**config.mk**
```make
export PLATFORM = sky130hd
export DESIGN_NAME = kanji_rom_reader
export DESIGN_NICKNAME = d
export VERILOG_FILES = /design/src/rtl/kanji_rom_reader.sv
export SDC_FILE = /design/constraint.sdc
export NUM_CORES = 1
export LEC_CHECK = 0
export BUFFER_PORTS_ARGS = -buffer_cell sky130_fd_sc_hd__buf_4
export CAP_MARGIN = 20
export CORE_MARGIN = 1.5
export CORE_UTILIZATION = 45
export DETAILED_ROUTE_END_ITERATION = 8
export PLACE_DENSITY = 0.75
export SLEW_MARGIN = 30
export SYNTH_ARGS = -nofsm -noshare
export SYNTH_HDL_FRONTEND = slang
export SYNTH_SLANG_ARGS = --single-unit
```
**constraint.sdc**
```tcl
create_clock -name clk -period 2.4 [get_ports clk]
set_input_delay 0.24 -clock clk [delete_from_list [all_inputs] [get_ports clk]]
set_output_delay 0.24 -clock clk [all_outputs]
set_load 0.01 [all_outputs]
```
**src/rtl/kanji_rom_reader.sv**
```systemverilog
// kanji_rom_reader: fetches kanji font bytes from shared external memory for the bus read-data mux.
// Define KANJI_ROM_READER_CACHE_EN to add a single-entry cache of the last memory-fetched byte.
module kanji_rom_reader #(
  parameter logic [21:0] BASE_ADDRESS = 22'h000000,
  parameter int unsigned TIMEOUT      = 8
) (
  input  logic        clk,
  input  logic        n_reset,
  input  logic [17:0] kanji_rom_address,
  input  logic        kanji_rom_address_en,
  output logic [21:0] mem_address,
  output logic        mem_valid,
  input  logic        mem_ready,
  input  logic [7:0]  mem_rdata,
  input  logic        mem_rdata_en,
  output logic [7:0]  bus_rdata,
  output logic        bus_rdata_en,
  output logic        busy,
  output logic        overrun
);

  localparam int unsigned AW = 22;
  localparam int unsigned KW = 18;
  localparam int unsigned DW = 8;

  typedef enum logic [1:0] {
    ST_IDLE,
    ST_REQ,
    ST_WAIT,
    ST_DONE
  } state_t;

  state_t             r_state;
  state_t             w_state_nxt;
  logic [AW-1:0]      r_mem_address;
  logic [AW-1:0]      w_mem_address_nxt;
  logic               r_mem_valid;
  logic [DW-1:0]      r_bus_rdata;
  logic               r_bus_rdata_en;
  logic               r_busy;
  logic               r_overrun;
  logic               w_overrun_nxt;
  logic [DW-1:0]      r_data;
  logic [DW-1:0]      w_data_nxt;
  logic               r_pend_vld;
  logic               w_pend_vld_nxt;
  logic [KW-1:0]      r_pend_addr;
  logic [KW-1:0]      w_pend_addr_nxt;
  logic [TIMEOUT-1:0] r_wdog;
  logic [TIMEOUT-1:0] w_wdog_nxt;
  logic [TIMEOUT-1:0] w_wdog_inc;
  logic               w_launch;
  logic [KW-1:0]      w_launch_addr;

`ifdef KANJI_ROM_READER_CACHE_EN
  logic               r_cache_vld;
  logic [KW-1:0]      r_cache_addr;
  logic [DW-1:0]      r_cache_data;
  logic [KW-1:0]      r_cur_addr;
  logic               w_hit;
  logic               w_fill;

  assign w_hit  = r_cache_vld && (r_cache_addr == kanji_rom_address);
  // Only real memory data reaches DONE from REQ/WAIT with mem_rdata_en; timeouts never fill.
  assign w_fill = mem_rdata_en && (w_state_nxt == ST_DONE) && (r_state != ST_IDLE);

  always_ff @(posedge clk or negedge n_reset) begin
    if (!n_reset) begin
      r_cache_vld  <= 1'b0;
      r_cache_addr <= '0;
      r_cache_data <= '0;
      r_cur_addr   <= '0;
    end else begin
      if (w_launch) begin
        r_cur_addr <= w_launch_addr;
      end
      if (w_fill) begin
        r_cache_vld  <= 1'b1;
        r_cache_addr <= r_cur_addr;
        r_cache_data <= mem_rdata;
      end
    end
  end
`endif

  // State register
  always_ff @(posedge clk or negedge n_reset) begin
    if (!n_reset) begin
      r_state <= ST_IDLE;
    end else begin
      r_state <= w_state_nxt;
    end
  end

  // Next state, pending slot, watchdog and launch decision
  always_comb begin
    w_state_nxt       = r_state;
    w_mem_address_nxt = r_mem_address;
    w_pend_vld_nxt    = r_pend_vld;
    w_pend_addr_nxt   = r_pend_addr;
    w_overrun_nxt     = r_overrun;
    w_data_nxt        = r_data;
    w_wdog_inc        = r_wdog + TIMEOUT'(1);
    w_wdog_nxt        = r_wdog;
    w_launch          = 1'b0;
    w_launch_addr     = r_pend_addr;

    case (r_state)
      ST_IDLE: begin
        if (r_pend_vld) begin
          w_launch       = 1'b1;
          w_pend_vld_nxt = kanji_rom_address_en;
          if (kanji_rom_address_en) begin
            w_pend_addr_nxt = kanji_rom_address;
          end
        end else if (kanji_rom_address_en) begin
`ifdef KANJI_ROM_READER_CACHE_EN
          if (w_hit) begin
            w_state_nxt = ST_DONE;
            w_data_nxt  = r_cache_data;
          end else begin
            w_launch      = 1'b1;
            w_launch_addr = kanji_rom_address;
          end
`else
          w_launch      = 1'b1;
          w_launch_addr = kanji_rom_address;
`endif
        end
      end
      ST_REQ: begin
        if (mem_ready) begin
          if (mem_rdata_en) begin
            w_state_nxt = ST_DONE;
            w_data_nxt  = mem_rdata;
          end else begin
            w_state_nxt = ST_WAIT;
          end
        end
      end
      ST_WAIT: begin
        w_wdog_nxt = w_wdog_inc;
        if (mem_rdata_en) begin
          w_state_nxt = ST_DONE;
          w_data_nxt  = mem_rdata;
        end else if (&w_wdog_inc) begin
          w_state_nxt = ST_DONE;
          w_data_nxt  = DW'(8'hFF);
        end
      end
      ST_DONE: begin
        w_wdog_nxt  = '0;
        w_state_nxt = ST_IDLE;
      end
      default: begin
        w_state_nxt = ST_IDLE;
      end
    endcase

    // Strobes arriving mid-transaction park in the slot; newest address wins
    if (kanji_rom_address_en && (r_state != ST_IDLE)) begin
      w_overrun_nxt   = r_overrun | r_pend_vld;
      w_pend_vld_nxt  = 1'b1;
      w_pend_addr_nxt = kanji_rom_address;
    end

    if (w_launch) begin
      w_state_nxt       = ST_REQ;
      w_mem_address_nxt = BASE_ADDRESS + AW'(w_launch_addr);
    end
  end

  // Datapath and registered outputs
  always_ff @(posedge clk or negedge n_reset) begin
    if (!n_reset) begin
      r_mem_address  <= '0;
      r_mem_valid    <= 1'b0;
      r_bus_rdata    <= DW'(8'hFF);
      r_bus_rdata_en <= 1'b0;
      r_busy         <= 1'b0;
      r_overrun      <= 1'b0;
      r_data         <= DW'(8'hFF);
      r_pend_vld     <= 1'b0;
      r_pend_addr    <= '0;
      r_wdog         <= '0;
    end else begin
      r_mem_address  <= w_mem_address_nxt;
      r_mem_valid    <= (w_state_nxt == ST_REQ);
      r_bus_rdata_en <= (r_state == ST_DONE);
      r_busy         <= (w_state_nxt != ST_IDLE) | w_pend_vld_nxt;
      r_overrun      <= w_overrun_nxt;
      r_data         <= w_data_nxt;
      r_pend_vld     <= w_pend_vld_nxt;
      r_pend_addr    <= w_pend_addr_nxt;
      r_wdog         <= w_wdog_nxt;
      if (r_state == ST_DONE) begin
        r_bus_rdata <= r_data;
      end
    end
  end

  assign mem_address  = r_mem_address;
  assign mem_valid    = r_mem_valid;
  assign bus_rdata    = r_bus_rdata;
  assign bus_rdata_en = r_bus_rdata_en;
  assign busy         = r_busy;
  assign overrun      = r_overrun;

endmodule

```
* Yosys cells after proc, flatten, opt, wreduce, memory -nomap -nowiden
Cells that the tools add are included.
** Cells by class
- Magnitude comparators :: 0
- Shift operators :: 0
- Multiply operators :: 0
- Add/subtract/negate cells :: 1
- Bitwise gates (word level) :: 2
- Equal/unequal tests :: 7
- Multiplexer cells :: 24
- Reductions and logical operators :: 11
- Divide/modulo/power cells :: 0
** Operators by type and width (number)
- $mux 18 :: 6
- $mux 8 :: 4
- $pmux 8 s2 :: 2
- $reduce_bool 2->1 :: 6
- $add 8x1->8 const B :: 1
- $mux 2 :: 4
- $reduce_and 8->1 :: 1
- $mux 1 :: 7
- $pmux 2 s3 :: 1
- $eq 2x1->1 const B :: 2
- $eq 2x2->1 const B :: 2
- $ne 2x2->1 const B :: 2
- $reduce_and 4->1 :: 1
- $ne 3x3->1 const B :: 1
- $logic_not 2->1 :: 1
- $or 1x1->1 :: 2
- $reduce_and 2->1 :: 1
- $logic_and 1x1->1 :: 1
** Word-level totals
- Bits in read-only memories :: 0
- Word-level logic and storage cells :: 56
- Register bits after elaboration :: 67
- Memories kept :: 0
- Latch bits :: 0
- Output and inout port bits :: 34
- Bits in writable memories :: 0

* Longest topological paths before layout
Gate-level depths: netlist of run 1.
- Depth after elaboration :: 8
- Gate-level depth with buffers :: 7

* Worst setup path after synthesis of run 1
No wires, ideal clock.
- Path type :: reg2reg
- From :: reg r_state[1]
- To :: reg r_pend_addr[10]
- Library setup time :: 0.125 ns
- Data arrival time :: 1.460 ns
- Stages on the path, launching flop included :: 6
- Slack :: 0.815 ns
- Period minus slack after synthesis :: 1.585 ns
- Required time :: 2.275 ns
- Path buffers :: 2
- Cell sequence :: dfrtp_1 > buf_6 > or2_4 > o21ai_4 > buf_12 > mux2_4
** Between the ends
- Cells in the longest elaborated chain, start to end :: 4
** Ends and longest elaborated chain
- start, declared :: line 33 : state_t r_state;
- start signal, assigned :: line 91 : r_state <= w_state_nxt;
- $reduce_bool 2->1 :: line 161 : if (kanji_rom_address_en && (r_state != ST_IDLE)) begin
- $logic_and 1x1->1 :: line 161
- $reduce_bool 2->1 (no line)
- $reduce_and 2->1 (no line)
- end signal, assigned :: line 194 : r_pend_addr <= w_pend_addr_nxt;
- end, declared :: line 47 : logic [KW-1:0] r_pend_addr;
Several ways; a longest one is shown, not always the timed one.
A chain may end at the register's enable or synchronous reset.

* Worst setup path in the final report of run 1
- From :: reg r_wdog[1]
- To :: reg r_state[0]
** Between the ends
- Cells in the longest elaborated chain, start to end :: 6
** Ends and longest elaborated chain
- start, declared :: line 49 : logic [TIMEOUT-1:0] r_wdog;
- start signal, assigned :: line 195 : r_wdog <= w_wdog_nxt;
- $add 8x1->8 :: line 103 : w_wdog_inc = r_wdog + TIMEOUT'(1);
- $reduce_and 8->1 :: line 146 : end else if (&w_wdog_inc) begin
- $mux 2 :: line 146
- $mux 2 :: line 143 : if (mem_rdata_en) begin
- $pmux 2 s3 :: line 108 : case (r_state)
- $mux 2 :: line 167 : if (w_launch) begin
- via w_state_nxt[0] :: line 34 : state_t w_state_nxt;
The timed path passes the listed nets, and every way through them passes these cells.

==> impl_metrics.tcl, run 1 <==
set metrics [dict create \
    status "complete, but fails checks" \
    failed_checks "negative hold slack" \
    portBuffers 60 \
    rsz0062_at_grt "false" \
    avgRoutedWirePerCell_um 16.1 \
    post-cts-setup-buffer-count 0 \
    antenna-diode-count 0 \
    dp_hpwl_mm 5.06 \
    fmax_ghz 0.545 \
    grt_max_degree 68 \
    fin_setup_tns_ns 0 \
    critPathSlowestCell "nor3_2" \
    start_util_pct 45.9 \
    synth-xor-area-share_pct 0 \
    synth_top_family_by_area "compound AO/OA/AOI/OAI gates" \
    crit_path_end_kind "flop" \
    clk_latency_ns 0.35 \
    synthesis.area_um2 3510 \
    core_region_area_um2 7650 \
    crit_buf_inv 0 \
    drive_above_1_share_pct 33.1 \
    min_period_ns 1.84 \
    post_cts_resize_count 0 \
    worstPathArrival_ns 2.09 \
    ir_drop_mv 0.466 \
    drt_first_iter_violations 216 \
    utilization_pct 54.8 \
    fillCellCount 675 \
    finalWirelength_mm 7.92 \
    path_delay_family "simple AND/OR/NAND/NOR gates" \
    routed-via-count 2851 \
    slowest_delay_ns 0.60 \
    placed_area_um2 3980 \
    cp-start-kind "flop" \
    synth_fa_ha_area_share_pct 0.713 \
    synth_compound_area_share_pct 22.2 \
    pwr-share-seq_pct 38.1 \
    final_nets 419 \
    drv_slew 0 \
    finalCritPeriodShare_pct 76.5 \
    cts_hold_buf 0 \
    worstPathCellList "ha_1 > nor3_2 > nor2_1 > o31ai_2" \
    power.switching_mw 1.77 \
    multi_input_area_um2 1600 \
    yosysWarnings 0 \
    ios 65 \
    required_ns 2.66 \
    dp_cells 477 \
    cts_root_buffer "clkbuf_8" \
    hold_violations 11 \
    hold_ws_ns -0.0184 \
    internal-power_mw 3.07 \
    fin_skew_ns 0.0109 \
    drv_cap 0 \
    area_delta_synth_final_pct 19.3 \
    die_w_um 91.3 \
    ys.flop_type "dfrtp_1" \
    dieArea_um2 8340 \
    numCtsBuffers 9 \
    rows 32 \
    avgSynthCellArea_um2 10.4 \
    cts_sinks 67 \
    die_y_um 91.3 \
    grt_pass1_vias 2723 \
    h-tree-depth 3 \
    finalSetupViolCount 0 \
    synthArstFlopShare_pct 100 \
    clk_path_buf_depth 2 \
    postRouteAntennaNets 0 \
    power.leakage_nw 1.79 \
    synth-simple-area-share_pct 10.7 \
    critPathKind "flop to flop" \
    power.share.clock_pct 20.6 \
    ys_ff_latch 67 \
    max_slew.worst_pin.slew_ns 0.842 \
    clk_pin_slew_ns 0.08 \
    viasPerCell 5.79 \
    critPathMaxFanout 10 \
    synthCells 338 \
    ff_latch_area_um2 1700 \
    antenna_found_initial 0 \
    p_comb_share_pct 41.3 \
    ys_seq_area_share_pct 48.3 \
    final_cells 492 \
    max_slew_margin_pct 43.9 \
    p_per_area_nw_per_um2 1160 \
    switching_share_pct 36.6 \
    remaining_drc_errors 0 \
    place_congestion 0.846 \
    hold_path_class "primary input to async pin" \
    grt_pass1_wl_mm 13.2 \
    dr.pass1.iters 4 \
    synth_cell_types 44 \
    final_cell_area_um2 4190 \
    grt_use_total_pct 19.8 \
    tritoncts "built" \
    gr-total-overflow 0 \
    synth_mux_area_share_pct 11.6 \
    synth_edf_count 0 \
]
[cells in the mapped netlist (all sizes together), types with 5 or more instances]
cell type,n,area share [%]
a22oi,19,4.2
a311oi,8,2.0
a31oi,20,3.6
buf,21,3.8
clkbuf,11,1.2
dfrtp,51,36
dfstp,16,12
inv,13,1.4
mux2,26,9.3
mux2i,8,2.3
nand2,24,2.6
nand3,5,0.71
nor2,15,1.6
nor2b,18,3.2
o21ai,37,5.6
o22ai,16,2.9
o31ai,7,1.6
[sequential cells by signal, summed over array words and instances, names as in the netlist]
name and count:
mem_address 18, r_wdog 8, overrun 1, r_pend_addr 18, r_data 8, mem_valid 1
r_state 2, bus_rdata_en 1, bus_rdata 8, busy 1, r_pend_vld 1
[final cells by class]
cell class,instances,share of cell area (%)
flip-flops and latches,67,40.5
clock inverters,6,1.94
repair buffers,66,12.1
clock buffers,9,2.96
inverters,13,1.16
well taps,102,3.05
multi-input cells,229,38.3
[per-stage QoR]
stage	setup WS (ns)	power, mW
floorplan	0.815	3.16
global placement	0.623	3.76
detailed placement	0.576	3.86
CTS	0.570	4.86
global route	0.390	5.14
finish	0.565	4.84
[final timing paths]
path | from | to | slack [ns] | cells past startpoint
min in group clk | kanji_rom_address[7] | r_pend_addr[7] | 0.14 | 2
hold reg to reg | overrun | overrun | 0.47 | 1
setup / recovery | r_wdog[1] | r_state[0] | 0.56 | 4
max in group asynchronous | n_reset | r_pend_addr[12] | 1.85 | 1
hold / removal | n_reset | mem_address[15] | -0.02 | 1
setup reg to reg | r_wdog[1] | r_state[0] | 0.56 | 4
[power groups by stage]
stage	sequential (mW)	clock [mW]	combinational, mW
floorplan	1.89	0	1.27
global placement	1.84	0	1.92
detailed placement	1.86	0	2.00
CTS	1.84	1.02	2.00
global route	1.90	1.06	2.19
finish	1.84	0.996	2.00
[cells by family (layout without fill, tap and decap cells)]
group	count (synthesis)	after routing
AND/OR/NAND/NOR	74	74
flip-flops	67	67
other	1	4
AO/OA/AOI/OAI	115	115
buffers and inverters	45	94
multiplexers	34	34
adder cells (fa/ha/maj)	2	2
[placed cells by master, fill, tap and decap left out, types with 13 or more instances in the layout]
| cell type | n |
|---|---|
| buf_4 | 65 |
| inv_1 | 13 |
| nand2_1 | 24 |
| o22ai_1 | 16 |
| a31oi_1 | 20 |
| dfrtp_1 | 51 |
| mux2_2 | 17 |
| dfstp_2 | 16 |
| a22oi_1 | 18 |
| nor2_1 | 15 |
| o21ai_0 | 36 |
| nor2b_1 | 18 |
[per-layer routing]
| metal | track usage (%) | part of all wire [%] |
|---|---|---|
| met1 | 27.5 | 46 |
| met2 | 30.2 | 47 |
| met3 | 4.27 | 5.6 |
| met4 | 7.55 | 1.3 |
| met5 | 0 | 0 |
Note: power is estimated with default switching activity, not from simulation.
==> inputs of run 2 (changes only) <==
clock period = 1.9 ns   (was 2.4 ns; I/O delays follow)
==> impl_metrics.tcl, run 2 (same netlist as run 1, synthesis figures left out) <==
set metrics [dict create \
    grt_use_total_pct 20.3 \
    final_cell_area_um2 4250 \
    grt_pass1_vias 2786 \
    grt_max_degree 37 \
    hold_violations 0 \
    avgRoutedWirePerCell_um 16.0 \
    crit_path_end_kind "flop" \
    cts_sinks 67 \
    dp_slack_ns 0.180 \
    core_region_area_um2 7650 \
    drive_above_1_share_pct 35.1 \
    h-tree-depth 3 \
    clk_pin_slew_ns 0.09 \
    die_y_um 91.3 \
    place_congestion 0.856 \
    crit_top_cell "o31ai_2" \
    rsz0062_at_grt "false" \
    final_nets 427 \
    clk_latency_ns 0.35 \
    drt_first_iter_violations 172 \
    drv_cap 0 \
    antenna_found_initial 0 \
    required_ns 2.15 \
    remaining_drc_errors 0 \
    final_common_cell "buf_4" \
    finalSetupViolCount 0 \
    antenna-diode-count 0 \
    area_delta_synth_final_pct 21.1 \
    critPathMaxFanout 10 \
    fin_setup_tns_ns 0 \
    worstPathCellList "ha_2 > nand2_1 > o31ai_2 > a22oi_2 > o31ai_2" \
    drv_slew 0 \
    start_util_pct 45.9 \
    fmax_ghz 0.586 \
    dp_hpwl_mm 5.10 \
    hold_path_class "primary input to flop" \
    mostFrequentLayoutCells "buf_4, dfrtp_1, o21ai_0" \
    status "finished clean" \
    routed-via-count 2879 \
    cp-start-kind "flop" \
    max_slew.worst_pin.slew_ns 0.763 \
    cts_root_buffer "clkbuf_8" \
    postRouteAntennaNets 0 \
    die_w_um 91.3 \
    worstPathArrival_ns 1.96 \
    placed_area_um2 4040 \
    rrSetupSlack_ns 0.19 \
    ir_drop_mv 0.534 \
    finalPower_mw 6.10 \
    numCtsBuffers 9 \
    rows 32 \
    tritoncts "built" \
    dieArea_um2 8340 \
    finalWirelength_mm 8.02 \
    portBuffers 60 \
    fin_ws_ns 0.194 \
    ios 65 \
    p_per_area_nw_per_um2 1440 \
    clk_path_buf_depth 2 \
    dr.pass1.iters 4 \
    grt_pass1_wl_mm 13.5 \
    power.leakage_nw 1.84 \
    finalCritPeriodShare_pct 89.8 \
    critPathKind "flop to flop" \
    viasPerCell 5.75 \
    slowest_delay_ns 0.43 \
    max_slew_margin_pct 49.1 \
    fin_skew_ns 0.0106 \
    critPathSlowestCell "dfrtp_1" \
    min_period_ns 1.71 \
    gr-total-overflow 0 \
]
==> run 2: metrics by stage <==
stage / util [%] / hold slack [ns] / std cells
finish: 55.6 / 0.0774 / 501
global route: 55.6 / 0.0581 / 501
CTS: 55.5 / 0.0648 / 501
detailed placement: 52.8 / 0.165 / 484
global placement: 52.8 / 0.163 / 484
floorplan: - / -0.106 / 341
==> run 2: path summary, 6_finish.rpt <==
check / cells past startpoint / to / startpoint
worst max register to register: 5 / r_state[0] / r_wdog[1]
worst min register to register: 1 / overrun / overrun
max in group asynchronous: 3 / r_data[3] / n_reset
worst min-delay path: 2 / r_pend_addr[15] / kanji_rom_address[15]
worst max-delay path: 5 / r_state[0] / r_wdog[1]
min in group asynchronous: 2 / r_pend_addr[17] / n_reset
==> run 2: final cells by class <==
class                   count  area (µm²)
multi-input cells         229        1610
repair buffers             74         571
well taps                 102         128
flip-flops and latches     67        1700
inverters                  13        48.8
fillers                   688        3390
clock buffers               9         124
clock inverters             7        75.1
==> run 2: per-layer routing <==
metal  share of wire (%)  global-route usage [%]  wire length (µm)
met5                   0                       0                 0
met3                 6.3                    5.70               508
met4                0.65                    6.64                52
met2                  49                    31.7              3890
met1                  44                    27.1              3570
==> run 2: worst max-delay path, delay by kind of cell (launching register included) <==
kind                       cells  cell delay, ns
AOI/OAI and AO/OA              3            0.74
adders and majority gates      1            0.34
and+or+nand+nor                1            0.11
DFF                            1            0.43
==> run 2: what timing repair did <==
action,CTS,global route
pin swaps,0,0
resized for setup,1,1
buffers inserted,0,0
endpoints found under the hold margin,26,0
hold buffers,1,0
gates cloned,0,0
endpoints found under the setup margin,2,2
==> run 2: power by group <==
part / switching, mW / internal, mW / leakage (nW)
logic: 1.35 / 1.22 / 0.950
registers: 0.364 / 1.97 / 0.782
clock network: 0.588 / 0.615 / 0.104
==> inputs of run 3 (changes only) <==
REMOVE_ABC_BUFFERS = 1   (was default)
==> impl_metrics.tcl, run 3 (same netlist as run 1, synthesis figures left out) <==
set metrics [dict create \
    status "finished clean" \
    crit_buf_inv 0 \
    drv_cap 0 \
    r2r-start "r_state[1]" \
    slowest_delay_ns 0.65 \
    finalPower_mw 6.09 \
    routed-via-count 2873 \
    cts_root_buffer "clkbuf_8" \
    min_period_ns 1.68 \
    required_ns 2.15 \
    hold_path_class "primary input to flop" \
    clk_pin_slew_ns 0.07 \
    max_slew_margin_pct 48.2 \
    dp_cells 485 \
    hp-start "mem_ready" \
    place_congestion 0.829 \
    numCtsBuffers 9 \
    antenna-diode-count 0 \
    finalSetupViolCount 0 \
    power.leakage_nw 1.83 \
    crit_cells 4 \
    clk_latency_ns 0.33 \
    startpoint "r_state[1]" \
    final_cells 502 \
    core_region_area_um2 7650 \
    drv_slew 0 \
    worstPathCellList "nor2_1 > and2_1 > a22oi_1 > o21ai_0" \
    p_per_area_nw_per_um2 1430 \
    whs_endpoint "mem_valid" \
    critPathSlowestCell "and2_1" \
    rows 32 \
    cts_sinks 67 \
    start_util_pct 45.9 \
    rr_worst_depth 4 \
    mostFrequentLayoutCells "buf_4, dfrtp_1, o21ai_0" \
    grt_use_total_pct 20.3 \
    final_nets 428 \
    clk_path_buf_depth 2 \
    worstPathArrival_ns 1.94 \
    fin_skew_ns 0.00539 \
    dp_slack_ns 0.148 \
    dp_hpwl_mm 5.33 \
    drive_above_1_share_pct 34.8 \
    dieArea_um2 8340 \
    viasPerCell 5.72 \
    h-tree-depth 3 \
    postRouteAntennaNets 0 \
    critPathKind "flop to flop" \
    gr-total-overflow 0 \
    grt_pass1_wl_mm 13.6 \
    die_y_um 91.3 \
    grt_max_degree 39 \
    avgRoutedWirePerCell_um 16.2 \
    final_common_cell "buf_4" \
    critPathMaxFanout 18 \
    area_delta_synth_final_pct 21.4 \
    finalCritPeriodShare_pct 88.6 \
    max_slew.worst_pin.slew_ns 0.777 \
    path_delay_family "simple AND/OR/NAND/NOR gates" \
    portBuffers 60 \
    ios 65 \
    fmax_ghz 0.594 \
    hold_violations 0 \
    finalWirelength_mm 8.12 \
    fin_ws_ns 0.216 \
    die_w_um 91.3 \
    rsz0062_at_grt "false" \
    crit_path_end_kind "flop" \
    ir_drop_mv 0.730 \
    cp-start-kind "flop" \
    dr.pass1.iters 4 \
    rrSetupSlack_ns 0.22 \
    antenna_found_initial 0 \
    tritoncts "built" \
    hold_depth 2 \
    hold_ws_ns 0.0951 \
    drt_first_iter_violations 187 \
    grt_pass1_vias 2877 \
    remaining_drc_errors 0 \
    r2r_end "mem_address[4]" \
]
## run 3: cell count changes in the layout (fill, tap and decap cells not counted)
| cell | delta |
|---|---|
| o31ai_2 | -1 |
| clkinvlp_4 | +1 |
| clkbuf_1 | +1 |
| clkinv_4 | -1 |
| buf_12 | +1 |
| o31ai_1 | +1 |
| inv_6 | -1 |
## run 3: worst max-delay path by stage
stage                           to  slack, ns
finish              mem_address[4]       0.22
global route        mem_address[4]       0.02
CTS                      r_data[4]       0.15
detailed placement       r_data[4]       0.15
global placement        r_state[0]       0.25
floorplan           mem_address[0]      -0.31
## run 3: final cells by class
type | count | area (µm²)
clock inverters | 6 | 65.1
well taps | 102 | 128
repair buffers | 75 | 591
multi-input cells | 229 | 1610
flip-flops and latches | 67 | 1700
fillers | 671 | 3390
inverters | 13 | 48.8
clock buffers | 10 | 128
## run 3: what timing repair did
action	4_1_cts	5_1_grt
endpoints found under the hold margin	26	0
buffers inserted	0	0
endpoints found under the setup margin	0	2
resized for setup	0	1
hold buffers	1	0
## run 3: layer usage
layer | global-route usage [%] | wire length (µm) | vias to the layer above
met5 | 0 | 0 | -
met3 | 4.61 | 452 | 8
met4 | 5.47 | 53 | 0
met2 | 34.4 | 3870 | 106
met1 | 26.2 | 3750 | 1415
li1 | - | - | 1344
## run 3: stage by stage
step	cell area, µm²	util [%]	TNS (ns)
final	4260	55.7	0
after global placement	4060	53.0	0
after CTS	4260	55.7	0
after global routing	4260	55.7	0
after detailed placement	4060	53.0	0
after floorplan	3350	-	-8.67
## run 3: power by group
group	leakage, nW	internal [mW]	switching, mW
logic	0.956	1.23	1.32
clock network	0.0966	0.609	0.558
registers	0.782	1.97	0.403
total	1.83	3.81	2.28
## run 3: worst register-to-register path: cells and delay by family, from the launching register on
| kind | cells | cell delay (ns) |
|---|---|---|
| DFF | 1 | 0.51 |
| AOI/OAI and AO/OA | 2 | 0.27 |
| and+or+nand+nor | 2 | 0.82 |
